`src/rtl/uart_tx_if.sv`:
```
// Byte-in / serial-out bundle between the terminal buffer and the UART transmitter.
interface uart_tx_if;
  logic [7:0] i_byte;
  logic       i_byte_v;
  logic       o_tx_serial;
  logic       o_tx_active;
  logic       o_tx_done;
  logic       o_full;
  logic       o_overflow;

  modport master (
    output i_byte, i_byte_v,
    input  o_tx_serial, o_tx_active, o_tx_done, o_full, o_overflow
  );
  modport slave (
    input  i_byte, i_byte_v,
    output o_tx_serial, o_tx_active, o_tx_done, o_full, o_overflow
  );
endinterface

```
`src/rtl/uart_tx.sv`:
```
// 8N1 UART transmitter with a small byte FIFO in front of the shift FSM.
// All outputs are registered; reset is asynchronous and active-low.
module uart_tx #(
  parameter int CLKS_PER_BIT = 217,
  parameter int FIFO_DEPTH   = 4
) (
  input  logic     clk,
  input  logic     rst,
  uart_tx_if.slave bus
);
  localparam int CW = $clog2(CLKS_PER_BIT);
  localparam int AW = $clog2(FIFO_DEPTH);
  localparam int NW = AW + 1;
  localparam logic [CW-1:0] CNT_MAX = CW'(CLKS_PER_BIT - 1);
  localparam logic [NW-1:0] DEPTH_N = NW'(FIFO_DEPTH);

  typedef enum logic [1:0] {IDLE, START, DATA, STOP} state_e;

  logic [7:0]    mem_q [FIFO_DEPTH];
  logic [AW-1:0] rd_q, wr_q;
  logic [NW-1:0] cnt_q, cnt_d;
  logic          pop, push;

  state_e        state_q;
  logic [CW-1:0] clk_cnt_q;
  logic [2:0]    bit_q;
  logic [7:0]    shift_q;
  logic          serial_q, active_q, done_q, full_q, ovf_q;

  // A full FIFO still takes a byte when the FSM pops in the same cycle.
  assign pop  = (state_q == IDLE) && (cnt_q != '0);
  assign push = bus.i_byte_v && ((cnt_q != DEPTH_N) || pop);

  always_comb begin
    cnt_d = cnt_q;
    if (push && !pop)      cnt_d = cnt_q + NW'(1);
    else if (pop && !push) cnt_d = cnt_q - NW'(1);
  end

  always_ff @(posedge clk) begin
    if (push) mem_q[wr_q] <= bus.i_byte;
  end

  always_ff @(posedge clk or negedge rst) begin
    if (!rst) begin
      rd_q   <= '0;
      wr_q   <= '0;
      cnt_q  <= '0;
      full_q <= 1'b0;
      ovf_q  <= 1'b0;
    end else begin
      if (push) wr_q <= wr_q + AW'(1);
      if (pop)  rd_q <= rd_q + AW'(1);
      cnt_q  <= cnt_d;
      full_q <= (cnt_d == DEPTH_N);
      ovf_q  <= bus.i_byte_v && !push;
    end
  end

  always_ff @(posedge clk or negedge rst) begin
    if (!rst) begin
      state_q   <= IDLE;
      clk_cnt_q <= '0;
      bit_q     <= '0;
      shift_q   <= '0;
      serial_q  <= 1'b1;
      active_q  <= 1'b0;
      done_q    <= 1'b0;
    end else begin
      done_q <= 1'b0;
      case (state_q)
        IDLE: if (pop) begin
          shift_q   <= mem_q[rd_q];
          clk_cnt_q <= '0;
          bit_q     <= '0;
          serial_q  <= 1'b0;
          active_q  <= 1'b1;
          state_q   <= START;
        end
        START: if (clk_cnt_q == CNT_MAX) begin
          clk_cnt_q <= '0;
          serial_q  <= shift_q[0];
          state_q   <= DATA;
        end else clk_cnt_q <= clk_cnt_q + CW'(1);
        DATA: if (clk_cnt_q == CNT_MAX) begin
          clk_cnt_q <= '0;
          shift_q   <= {1'b0, shift_q[7:1]};
          bit_q     <= bit_q + 3'd1;
          // Line is registered, so the next bit is taken from shift_q[1] before the shift lands.
          if (bit_q == 3'd7) begin
            serial_q <= 1'b1;
            state_q  <= STOP;
          end else serial_q <= shift_q[1];
        end else clk_cnt_q <= clk_cnt_q + CW'(1);
        STOP: if (clk_cnt_q == CNT_MAX) begin
          clk_cnt_q <= '0;
          serial_q  <= 1'b1;
          active_q  <= 1'b0;
          done_q    <= 1'b1;
          state_q   <= IDLE;
        end else clk_cnt_q <= clk_cnt_q + CW'(1);
        default: state_q <= IDLE;
      endcase
    end
  end

  assign bus.o_tx_serial = serial_q;
  assign bus.o_tx_active = active_q;
  assign bus.o_tx_done   = done_q;
  assign bus.o_full      = full_q;
  assign bus.o_overflow  = ovf_q;
endmodule

```
`src/flat_wrapper.sv`:
```
// flat-port wrapper written by rule: the top's interface ports become plain ports
module uart_tx_flat 
#(
  parameter int CLKS_PER_BIT = 217,
  parameter int FIFO_DEPTH   = 4
)
  (clk, rst, bus_i_byte, bus_i_byte_v, bus_o_tx_serial, bus_o_tx_active, bus_o_tx_done, bus_o_full, bus_o_overflow);
  uart_tx_if bus_i ();
  input  logic clk;
  input  logic rst;
  input wire logic [$bits(bus_i.i_byte)-1:0] bus_i_byte;
  input wire logic [$bits(bus_i.i_byte_v)-1:0] bus_i_byte_v;
  output wire logic [$bits(bus_i.o_tx_serial)-1:0] bus_o_tx_serial;
  output wire logic [$bits(bus_i.o_tx_active)-1:0] bus_o_tx_active;
  output wire logic [$bits(bus_i.o_tx_done)-1:0] bus_o_tx_done;
  output wire logic [$bits(bus_i.o_full)-1:0] bus_o_full;
  output wire logic [$bits(bus_i.o_overflow)-1:0] bus_o_overflow;
  assign bus_i.i_byte = bus_i_byte;
  assign bus_i.i_byte_v = bus_i_byte_v;
  assign bus_o_tx_serial = bus_i.o_tx_serial;
  assign bus_o_tx_active = bus_i.o_tx_active;
  assign bus_o_tx_done = bus_i.o_tx_done;
  assign bus_o_full = bus_i.o_full;
  assign bus_o_overflow = bus_i.o_overflow;
  uart_tx #(.CLKS_PER_BIT(CLKS_PER_BIT), .FIFO_DEPTH(FIFO_DEPTH)) u_core (.clk(clk), .rst(rst), .bus(bus_i));
endmodule
```
`config.mk`:
```
export PLATFORM = sky130hd
export DESIGN_NAME = uart_tx_flat
export DESIGN_NICKNAME = d
export VERILOG_FILES = /design/src/rtl/uart_tx_if.sv /design/src/rtl/uart_tx.sv /design/src/flat_wrapper.sv
export SDC_FILE = /design/constraint.sdc
export NUM_CORES = 1
export LEC_CHECK = 0
export CAP_MARGIN = 20
export CORE_MARGIN = 1.5
export CORE_UTILIZATION = 55
export CTS_CLUSTER_SIZE = 8
export DETAILED_ROUTE_END_ITERATION = 8
export PLACE_DENSITY = 0.84
export SLEW_MARGIN = 5
export SYNTH_ARGS = -nofsm -noshare
export SYNTH_HDL_FRONTEND = slang
export SYNTH_SLANG_ARGS = --single-unit
```
`constraint.sdc`:
```
create_clock -name clk -period 2.3 [get_ports clk]
set_clock_uncertainty 0.1 [all_clocks]
set_input_delay 0.23 -clock clk [delete_from_list [all_inputs] [get_ports clk]]
set_output_delay 0.23 -clock clk [all_outputs]
set_load 0.02 [all_outputs]
```
==> results.sh <==
export IMPL_outcome="finished clean"
export IMPL_cts_made_buffers=9
export IMPL_wl_met2_um=2890
export IMPL_cp_max_fo=9
export IMPL_drc_errors=0
export IMPL_finalCriticalPeriod_ns=2.11
export IMPL_path_class="flip-flop to flip-flop"
export IMPL_crit_chain="inv_1 > ha_1 > nand3b_2 > o21ai_1 > o21bai_1 > buf_4 > mux2_4"
export IMPL_yosysUniqueCellTypes=56
export IMPL_timing_setup_tns_ns=0
export IMPL_grt_pass1_wl_um=9690
export IMPL_io_buffers=15
export IMPL_cp_startpoint="u_core.cnt_q[0]"
export IMPL_synthesis_area_um2=3150
export IMPL_multi_input_area_um2=1260
export IMPL_overflow=0
export IMPL_fmax_mhz=473
export IMPL_regArea_um2=1790
export IMPL_via_per_inst=5.70
export IMPL_core_area_um2=5510
export IMPL_worst_ep_arrival_time_ns=2.23
export IMPL_worst_pin_slew_ns=0.751
export IMPL_hold_buffers=0
export IMPL_fillers=401
export IMPL_crit_path_end="u_core.shift_q[3]"
export IMPL_syn_inst=245
export IMPL_whs_ns=0.189
export IMPL_clock_latency_ns=0.35
export IMPL_fin_ws_ns=0.188
export IMPL_swShare=0.359
export IMPL_slowest_delay_ns=0.38
export IMPL_hold_viol_final=0
export IMPL_areaGrowthSynthToFinish_pct=13.9
export IMPL_grt_usage=0.217
export IMPL_final_util=0.651
export IMPL_synth_area_leader_cell="edfxtp_1"
export IMPL_drt_antenna_violating_nets=0
export IMPL_relSlewSlack=0.499
export IMPL_rsz0062_at_grt="no"
export IMPL_cts_root_buf="clkbuf_8"
export IMPL_end_kind="flip-flop"
export IMPL_grt_pass1_vias=1939
export IMPL_wirelength_um=6040
export IMPL_die_area_um2=6180
export IMPL_drt_met1_wl_um=2780
export IMPL_p_seq_frac=0.393
export IMPL_antenna_found_initial=0
export IMPL_slowest_stage="dfrtp_1"
export IMPL_p_leak_nw=1.45
export IMPL_cts_tree="built"
export IMPL_worst_r2r_setup_slack_ns=0.19
export IMPL_synth_top_area_frac=0.305
export IMPL_grt_max_degree=34
export IMPL_num_io_pins=16
export IMPL_drt_initial_drc_count=141
export IMPL_r2r_cells=7
export IMPL_crit_buf_inv=2
export IMPL_p_per_area_nw_per_um2=1310
export IMPL_wl_met3_um=261
export IMPL_cts_sinks=65
export IMPL_synthTopCellsByArea="edfxtp_1 31%, dfrtp_1 25%, ha_1 6.4%"
export IMPL_start_util=0.571
export IMPL_combPwrFrac=0.404
export IMPL_postSynthAreaPerCell_um2=12.8
export IMPL_highest_layer="met4"
export IMPL_yosysSeqAreaShare=0.568
export IMPL_drtPass1Iterations=4
export IMPL_clk_pin_slew_worst_paths_ns=0.07
export IMPL_clock_power_share=0.204
export IMPL_diodes=0
export IMPL_internal_power_w=0.00301
export IMPL_p_switching_w=0.00168
export IMPL_fp_dieH_um=78.6
export IMPL_synthFlopType="edfxtp_1"
export IMPL_chipWidth_um=78.6
export IMPL_dp_hpwl_um=4110
export IMPL_drive_gt1_frac=0.175
export IMPL_vdd_drop_max_mv=0.826
export IMPL_hold_class="input port to async pin"
export IMPL_async_flop_share=0.508
export IMPL_cpLargestDelayFamily="flip-flops"
export IMPL_r2r_start="u_core.cnt_q[0]"
export IMPL_power_w=0.00469
export IMPL_final_max_slew_viol_count=0
export IMPL_cts_resized=0
export IMPL_synth_seq_cells=65
export IMPL_syn_num_nets=272
export IMPL_cts_setup_buffers=0
export IMPL_synth_edff_count=32
export IMPL_period_share=0.918
export IMPL_route_vias_total=1972
export IMPL_gp_congestion=0.818
export IMPL_place_ws_ns=0.244
export IMPL_synthTopCellsByCount="32 x dfrtp_1, 32 x edfxtp_1, 16 x ha_1"
export IMPL_ys_warn_count=0
export IMPL_cap_violations=0
export IMPL_crit_cells=7
export IMPL_cp_start_kind="flip-flop"
export IMPL_crit_required_ns=2.42
export IMPL_rows=27
export IMPL_r2r_end="u_core.shift_q[3]"
export IMPL_cts_max_level=3
export IMPL_clock_path_buffers=2
export IMPL_fin_nets=296
export IMPL_avgRoutedWirePerCell_um=17.5
export IMPL_setup_viol=0
[per-layer routing]
metal  global-route usage  vias up
li1                     -      939
met3               0.0674       11
met1                0.282      967
met5                    0        -
met2                0.339       55
met4               0.0875        0
[state kept, by name, indices dropped and copies added (netlist names), 2 cells and up]
signal,count
u_core.bit_q,3
u_core.clk_cnt_q,8
u_core.cnt_q,3
u_core.mem_q,32
u_core.rd_q,2
u_core.shift_q,8
u_core.state_q,2
u_core.wr_q,2
[area by class of cell]
cell class | count | area share
inverters | 12 | 0.0126
repair buffers | 23 | 0.0587
multi-input cells | 158 | 0.351
well taps | 72 | 0.0251
flip-flops and latches | 65 | 0.499
clock inverters | 6 | 0.0185
clock buffers | 10 | 0.0356
[power by group through the flow]
| stage | clock [W] | sequential, W | combinational [W] |
|---|---|---|---|
| after CTS | 0.000966 | 0.00184 | 0.00190 |
| after detailed placement | 0 | 0.00185 | 0.00187 |
| after global placement | 0 | 0.00184 | 0.00180 |
| final | 0.000955 | 0.00184 | 0.00189 |
| after global routing | 0.00102 | 0.00188 | 0.00207 |
| after floorplan | 0 | 0.00176 | 0.00152 |
[metrics by stage]
step / instance area [um2] / std cells
floorplan: 3150 / 245
global placement: 3390 / 330
detailed placement: 3390 / 330
CTS: 3580 / 346
global route: 3580 / 346
finish: 3580 / 346
[cells by family (layout without fill, tap and decap cells)]
| group | count (synthesis) | in the layout | share of synthesized area |
|---|---|---|---|
| AOI/OAI and AO/OA | 40 | 40 | 0.0883 |
| xor gates and xnor gates | 9 | 9 | 0.0251 |
| adders and majority gates | 17 | 17 | 0.0668 |
| buffers and inverters | 22 | 51 | 0.0326 |
| DFF | 65 | 65 | 0.568 |
| muxes | 20 | 20 | 0.0827 |
| and+or+nand+nor | 72 | 72 | 0.136 |
[placed cells by master, fill, tap and decap left out, types with 3 or more instances in the layout]
master	count
buf_4	8
nor3_1	3
dfrtp_1	32
a21oi_1	7
nor2_1	13
nor2b_1	7
edfxtp_1	32
clkbuf_8	9
ha_1	16
o22ai_1	7
o21ai_0	4
nand4_1	5
nand2b_1	6
mux2_1	3
nand2_1	14
xnor2_1	6
xor2_1	3
clkdlybuf4s50_1	15
nand3_1	5
inv_1	11
a211oi_1	5
and2_1	4
mux2_4	7
mux2_2	7
[worst min path at each step]
stage	startpoint	to
after global routing	rst	u_core.clk_cnt_q[7]
final	rst	u_core.shift_q[7]
after detailed placement	u_core.shift_q[5]	u_core.shift_q[5]
after global placement	u_core.bus.o_tx_active	u_core.bus.o_tx_active
after floorplan	rst	u_core.bit_q[0]
after CTS	rst	u_core.cnt_q[0]
No activity file was read; power rests on OpenSTA's default activity.
